--- src/rtl/dbg_mem_arbiter.sv ---
// -----------------------------------------------------------------------------
// dbg_mem_arbiter
//
// Shares the single port of one synchronous SRAM (imem or dmem) between the
// CPU core and the debug controller. A debug request arrives as a one-cycle
// strobe. It is held pending and issued when the core leaves the port idle.
// If the core has kept the port busy for STARVE_LIMIT pending cycles, the
// request is issued anyway and the core is stalled for that one cycle. Debug
// read data is captured into a held register.
//
// Ports
//   cpu_clk, cpu_rstn        clock, asynchronous active-low reset
//   dbg_addr/wdata/we/ce     debug request, sampled while dbg_ce=1
//   dbg_rdata                last completed debug read data, held
//   dbg_busy                 debug request in flight (state != IDLE)
//   dbg_overrun              sticky, a dbg_ce arrived while busy
//   core_addr/wdata/ce/we    core request
//   core_rdata               combinational copy of mem_rdata
//   core_stall               core request not issued this cycle, must be held
//   mem_addr/wdata/ce/we     SRAM port
//   mem_rdata                SRAM read data, valid the cycle after a read
//   fsm_state                current arbiter state, for observation
//
// Handshake: dbg_ce is a fire-and-forget strobe that is accepted only while
// dbg_busy=0. A strobe that arrives while busy is dropped and sets
// dbg_overrun. core_ce is a request that counts as issued in every cycle where
// core_stall=0. While core_stall=1 the core must hold core_* unchanged.
// -----------------------------------------------------------------------------
module dbg_mem_arbiter #(
   parameter int ADDR_WIDTH   = 32,
   parameter int DATA_WIDTH   = 32,
   parameter int STARVE_LIMIT = 4
) (
   input  logic                  cpu_clk,
   input  logic                  cpu_rstn,
   input  logic [ADDR_WIDTH-1:0] dbg_addr,
   input  logic [DATA_WIDTH-1:0] dbg_wdata,
   input  logic                  dbg_ce,
   input  logic                  dbg_we,
   output logic [DATA_WIDTH-1:0] dbg_rdata,
   output logic                  dbg_busy,
   output logic                  dbg_overrun,
   input  logic [ADDR_WIDTH-1:0] core_addr,
   input  logic [DATA_WIDTH-1:0] core_wdata,
   input  logic                  core_ce,
   input  logic                  core_we,
   output logic [DATA_WIDTH-1:0] core_rdata,
   output logic                  core_stall,
   output logic [ADDR_WIDTH-1:0] mem_addr,
   output logic [DATA_WIDTH-1:0] mem_wdata,
   output logic                  mem_ce,
   output logic                  mem_we,
   input  logic [DATA_WIDTH-1:0] mem_rdata,
   output logic [1:0]            fsm_state
);

   // With STARVE_LIMIT=0, clog2(1)=0, so keep at least one counter bit.
   localparam int CNT_W = (STARVE_LIMIT > 0) ? $clog2(STARVE_LIMIT + 1) : 1;
   localparam logic [CNT_W-1:0] CNT_MAX = CNT_W'(STARVE_LIMIT);

   localparam logic [1:0] ST_IDLE   = 2'd0;
   localparam logic [1:0] ST_PEND   = 2'd1;
   localparam logic [1:0] ST_RDWAIT = 2'd2;

   logic [1:0]            state;
   logic [1:0]            state_nxt;
   logic [ADDR_WIDTH-1:0] pend_addr;
   logic [DATA_WIDTH-1:0] pend_wdata;
   logic                  pend_we;
   logic [CNT_W-1:0]      starve_cnt;
   logic                  grant;
   logic                  accept;

   // Debug owns the port when the core is idle, or once the wait is exhausted.
   assign grant  = (state == ST_PEND) && (!core_ce || (starve_cnt == CNT_MAX));
   assign accept = (state == ST_IDLE) && dbg_ce;

   always_comb begin
      state_nxt = state;
      case (state)
         ST_IDLE:   if (dbg_ce) state_nxt = ST_PEND;
         ST_PEND:   if (grant)  state_nxt = pend_we ? ST_IDLE : ST_RDWAIT;
         ST_RDWAIT: state_nxt = ST_IDLE;
         default:   state_nxt = ST_IDLE;
      endcase
   end

   always_ff @(posedge cpu_clk or negedge cpu_rstn) begin
      if (!cpu_rstn) begin
         state <= ST_IDLE;
      end else begin
         state <= state_nxt;
      end
   end

   always_ff @(posedge cpu_clk or negedge cpu_rstn) begin
      if (!cpu_rstn) begin
         pend_addr  <= '0;
         pend_wdata <= '0;
         pend_we    <= 1'b0;
         starve_cnt <= '0;
      end else begin
         if (accept) begin
            pend_addr  <= dbg_addr;
            pend_wdata <= dbg_wdata;
            pend_we    <= dbg_we;
            starve_cnt <= '0;
         end else if ((state == ST_PEND) && !grant) begin
            // Never passes CNT_MAX: reaching it forces a grant.
            starve_cnt <= starve_cnt + 1'b1;
         end
      end
   end

   always_ff @(posedge cpu_clk or negedge cpu_rstn) begin
      if (!cpu_rstn) begin
         dbg_rdata   <= '0;
         dbg_overrun <= 1'b0;
      end else begin
         // The SRAM returns the debug read one cycle after the grant.
         if (state == ST_RDWAIT) begin
            dbg_rdata <= mem_rdata;
         end
         if (dbg_ce && (state != ST_IDLE)) begin
            dbg_overrun <= 1'b1;
         end
      end
   end

   assign mem_addr   = grant ? pend_addr  : core_addr;
   assign mem_wdata  = grant ? pend_wdata : core_wdata;
   assign mem_ce     = grant ? 1'b1       : core_ce;
   assign mem_we     = grant ? pend_we    : core_we;

   assign core_stall = grant && core_ce;
   assign core_rdata = mem_rdata;
   assign dbg_busy   = (state != ST_IDLE);
   assign fsm_state  = state;

endmodule

--- config.mk ---
export PLATFORM = sky130hd
export DESIGN_NAME = dbg_mem_arbiter
export DESIGN_NICKNAME = d
export VERILOG_FILES = /design/src/rtl/dbg_mem_arbiter.sv
export SDC_FILE = /design/constraint.sdc
export NUM_CORES = 1
export LEC_CHECK = 0
export CAP_MARGIN = 20
export CORE_MARGIN = 2
export CORE_UTILIZATION = 25
export CTS_BUF_LIST = sky130_fd_sc_hd__clkbuf_4 sky130_fd_sc_hd__clkbuf_8 sky130_fd_sc_hd__clkbuf_16
export DETAILED_ROUTE_END_ITERATION = 7
export PLACE_DENSITY = 0.67
export SLEW_MARGIN = 40
export SYNTH_ARGS = -nofsm -noshare
export SYNTH_HDL_FRONTEND = slang
export SYNTH_SLANG_ARGS = --single-unit
--- constraint.sdc ---
create_clock -name cpu_clk -period 2.2 [get_ports cpu_clk]
set_input_delay 0.66 -clock cpu_clk [delete_from_list [all_inputs] [get_ports cpu_clk]]
set_output_delay 0.66 -clock cpu_clk [all_outputs]
set_load 0.005 [all_outputs]
# [After elaboration in Yosys (flattened, before gate mapping)]
# Cells that the tools add are included.
# W data, S select, Z words.
[totals] register_bits=103 inputBits=166 out_inout_bits=135 wordCells=35
[classes] n_addsub=1 eq_ne=5 mux=10 n_reduce_logical=12
[ops] cell="$mux W32" count=2
[ops] cell="$mux W2" count=3
[ops] cell="$mux W3" count=2
[ops] cell="$logic_and A1 B1 Y1" count=5
[ops] cell="$ne A2 B2 Y1 const B" count=2
[ops] cell="$pmux W2 S2" count=1
[ops] cell="$reduce_bool A2 Y1" count=2
[ops] cell="$add A3 B1 Y3 const B" count=1
[ops] cell="$eq A3 B3 Y1 const B" count=1
[ops] cell="$eq A2 B1 Y1 const B" count=1
[ops] cell="$eq A2 B2 Y1 const B" count=1
[ops] cell="$logic_not A1 Y1" count=2
[ops] cell="$logic_not A2 Y1" count=1
[ops] cell="$mux W1" count=2
[ops] cell="$reduce_and A2 Y1" count=1
[ops] cell="$logic_or A1 B1 Y1" count=1

# [Longest topological paths before layout]
[logic_depth] ltp_word=7 ltp_mapped=7

# [Worst setup path before layout]
# OpenSTA, ideal clock, no wires.
[synth_timing] path_kind="input to output" startpoint="input core_ce" endpoint="output mem_addr[13]" arrival_ps=1627 required_ps=1540 slack_ps=-87 path_stages=5 path_cell_list="a21boi_2 -> nor2_1 -> buf_6 -> buf_6 -> mux2_1"
[synth_between] elab_chain_cells=4
[synth_lines] element="from (decl)" line_no="45" source="input logic core_ce,"
[synth_lines] element="$logic_not A1 Y1" line_no="75" source="assign grant = (state == ST_PEND) && (!core_ce || (starve_cnt == CNT_MAX));"
[synth_lines] element="$logic_or A1 B1 Y1" line_no="75"
[synth_lines] element="$logic_and A1 B1 Y1" line_no="75"
[synth_lines] element="$mux W32" line_no="130" source="assign mem_addr = grant ? pend_addr : core_addr;"
[synth_lines] element="to (decl)" line_no="49" source="output logic [ADDR_WIDTH-1:0] mem_addr,"
# No other way between the ends.

# [Worst setup path after layout]
[layout_timing] startpoint="register starve_cnt[1]" endpoint="output mem_addr[6]"
[layout_between] elab_chain_cells=4
[layout_lines] element="from (decl)" line_no="70" source="logic [CNT_W-1:0] starve_cnt;"
[layout_lines] element="from (signal assigned)" line_no="110" source="starve_cnt <= starve_cnt + 1'b1;"
[layout_lines] element="$eq A3 B3 Y1" line_no="75"
[layout_lines] element="$logic_or A1 B1 Y1" line_no="75"
[layout_lines] element="$logic_and A1 B1 Y1" line_no="75"
[layout_lines] element="$mux W32" line_no="130"
# No other way between the ends.

==> flow_metrics.env <==
export IMPL_vias_per_cell=4.13
export IMPL_relSlewSlack_pct=56.8
export IMPL_power_leakage_nw=4.25
export IMPL_antenna_found_initial=1
export IMPL_avgSynthCellArea_um2=10.4
export IMPL_dpl_cell_count=1022
export IMPL_ys_seq_area_share_pct=51.8
export IMPL_globalRouteOverflowTotal=0
export IMPL_clockRootBuffer="clkbuf_16"
export IMPL_ant_nets=0
export IMPL_numClockSinks=103
export IMPL_synth_distinct_cells=22
export IMPL_path_depth=11
export IMPL_drtIter0Drc=106
export IMPL_clock_path_buffers=2
export IMPL_critical_path_arrival_ns=2.18
export IMPL_grtUsageTotal_pct=15.8
export IMPL_firstDrtPassIters=4
export IMPL_fin_cells=1065
export IMPL_maxCapViolCount=0
export IMPL_ys_warn_count=0
export IMPL_p_per_area_nw_per_um2=1070
export IMPL_path_buf_inv=7
export IMPL_final_area_um2=9020
export IMPL_violations="negative setup slack"
export IMPL_cts_tree="done"
export IMPL_startpoint="starve_cnt[1]"
export IMPL_postLayoutCoreUtil_pct=46.2
export IMPL_path_clk_slew_ns=0.07
export IMPL_r2r_start="fsm_state[0]"
export IMPL_holdCritPathClass="in -> async"
export IMPL_r2r_end="starve_cnt[0]"
export IMPL_clock_latency_ns=0.34
export IMPL_fill_cells=1886
export IMPL_cp_slowest_cell="dfrtp_1"
export IMPL_rsz0062_at_grt="yes"
export IMPL_routed_wl_um=16700
export IMPL_ys_ff_latch=103
export IMPL_cellInternalPower_mw=6.58
export IMPL_wl_per_cell_um=15.7
export IMPL_remaining_drc_errors=0
export IMPL_critPathTopFamily="buffers and inverters"
export IMPL_numCtsBuffers=9
export IMPL_dieWidth_um=145
export IMPL_start_kind="flop"
export IMPL_power_switching_mw=3.07
export IMPL_pre_cts_ws_ns=-0.994
export IMPL_grt_pass1_wl_um=26100
export IMPL_area_growth_pct=81.4
export IMPL_gp_congestion=0.753
export IMPL_combPwrFrac_pct=48.2
export IMPL_setup_viol=66
export IMPL_p_seq_share_pct=34.5
export IMPL_synth_nets=646
export IMPL_endpoint="mem_addr[6]"
export IMPL_max_stage_delay_ns=0.36
export IMPL_core_area_um2=19500
export IMPL_path_class="reg -> out"
export IMPL_required_ns=1.54
export IMPL_dieArea_um2=21000
export IMPL_grt_pass1_vias=4585
export IMPL_path_cells="inv_2 > ha_4 > a21boi_4 > nor2_4 > buf_12 > buf_12 > buf_12 > buf_6 > buf_6 > mux2_4 > buf_6"
export IMPL_fmax_mhz=352
export IMPL_place_area_um2=8270
export IMPL_end_kind="output port"
export IMPL_grt_max_degree=104
export IMPL_syn_area_um2=4970
export IMPL_start_util_pct=25.5
export IMPL_die_h_um=145
export IMPL_htreeDepth=3
export IMPL_path_max_fanout=4
export IMPL_slew_violations=0
export IMPL_status="finished with violations"
export IMPL_worstMarginPinSlew_ns=0.649
export IMPL_min_period_ns=2.84
export IMPL_ctsHoldBuffers=0
export IMPL_fin_skew_ns=0.00551
export IMPL_fin_crit_sh_pct=129
export IMPL_fin_ws_ns=-0.641
export IMPL_vias=4398
export IMPL_num_io_pins=301
export IMPL_fp_row_count=51
export IMPL_syn_inst=478
export IMPL_clkPwrFrac_pct=17.3
export IMPL_dpl_hpwl_um=11600
export IMPL_hold_viol_final=0
export IMPL_num_nets_final=962
export IMPL_reg2reg_depth=5
export IMPL_irDropWorstVdd_uv=434
export IMPL_switching_share_pct=31.8
export IMPL_r2r_slack_ns=0.58
export IMPL_drive_gt1_share_pct=20.3
export IMPL_io_buffer_count=300
export IMPL_fin_hold_ws_ns=0.311
==> routing by layer <==
layer  vias to the layer above  share of wire [%]  GRT usage [%]
li1                       2144                  -              -
met1                      2080                 41           18.9
met2                       162                 51           27.7
met3                        12                6.9           4.43
met4                         0                1.3           4.26
met5                         -                  0              0
==> cells in the mapped netlist <==
cell	number	share of area (%)
a21o_1	1	0.15
nor2_1	2	0.15
nor3_1	1	0.10
or3b_1	1	0.18
nor2b_1	1	0.13
nor3b_1	1	0.15
mux2_2	1	0.23
clkbuf_1	8	0.60
buf_4	32	4.8
inv_1	2	0.15
mux2_1	97	22
or2_2	1	0.13
buf_2	11	1.1
nand2_1	199	15
nand2b_1	3	0.38
buf_6	7	1.6
mux2i_1	2	0.40
dfrtp_1	103	52
ha_1	2	0.50
and2_1	1	0.13
a21boi_2	1	0.23
nand3_1	1	0.10
==> flip-flops by register name, indices dropped and copies added (netlist names) <==
name         cells
dbg_rdata       32
dbg_overrun      1
pend_addr       32
pend_wdata      32
starve_cnt       3
fsm_state        2
pend_we          1
==> worst min-delay path by stage <==
stage	slack, ns	from	to	cells after the start
after floorplan	0.36	cpu_rstn	dbg_overrun	0
after global placement	0.44	dbg_overrun	dbg_overrun	1
after detailed placement	0.44	dbg_overrun	dbg_overrun	1
after CTS	0.40	cpu_rstn	pend_wdata[17]	2
after global routing	0.42	cpu_rstn	dbg_rdata[3]	2
final	0.31	cpu_rstn	dbg_rdata[3]	2
==> stage by stage <==
stage | setup TNS (ns) | power, mW
after floorplan | -1.03 | 5.04
after global placement | -66.31 | 7.37
after detailed placement | -66.75 | 7.47
after CTS | -34.25 | 9.78
after global routing | -38.55 | 10.3
final | -32.32 | 9.64
==> logic make-up (layout without fill, tap and decap cells) <==
group,after synthesis,after routing,synth area share [%]
compound gates,2,2,0.377
other cells,0,1,0
fa+ha+maj,2,2,0.503
flops,103,103,51.8
simple gates,211,211,16.4
buf+inv,60,381,8.27
mux,100,100,22.6
==> cells in the final DEF (no fill, tap or decap), types with 2 or more instances in the layout <==
cell type | netlist | final
nand2_1 | 199 | 199
clkdlybuf4s50_1 | 0 | 198
dfrtp_1 | 103 | 103
mux2_1 | 97 | 65
buf_4 | 32 | 40
dlygate4sd2_1 | 0 | 40
mux2_4 | 0 | 32
buf_6 | 7 | 26
clkdlybuf4s15_1 | 0 | 19
clkdlybuf4s15_2 | 0 | 12
clkbuf_16 | 0 | 11
buf_2 | 11 | 11
buf_12 | 0 | 8
nand2b_1 | 3 | 3
buf_16 | 0 | 3
buf_8 | 0 | 3
inv_2 | 0 | 2
mux2i_1 | 2 | 2
clkbuf_4 | 0 | 2
clkinv_4 | 0 | 2
==> layout make-up <==
class | instances | area [µm²] | share of cell area (%)
repair buffers | 363 | 3660 | 40.5
clock buffers | 12 | 254 | 2.82
multi-input cells | 315 | 2140 | 23.7
inverters | 2 | 7.51 | 0.0832
flip-flops and latches | 103 | 2580 | 28.6
clock inverters | 4 | 55.1 | 0.610
well taps | 265 | 332 | 3.67
diodes | 1 | 2.50 | 0.0277
==> power groups by stage <==
stage	Combinational, mW	Sequential, mW	Clock, mW
floorplan	1.81	3.23	0
global placement	4.04	3.34	0
detailed placement	4.12	3.35	0
CTS	4.71	3.34	1.73
global route	5.10	3.43	1.81
finish	4.65	3.33	1.67
==> worst register-to-register path, stage by stage (launching register included) <==
cell and delay, ns:
dfrtp_1 0.38, buf_4 0.16, or3b_2 0.54, buf_4 0.25
nand2_1 0.10, mux2i_1 0.06
==> repair_timing <==
action,in CTS,in global routing
pin swaps,2,3
gates resized for setup,297,11
cloned,5,2
buffers inserted,18,5
endpoints found under the setup margin,100,66
(Power assumes the default switching activity.)
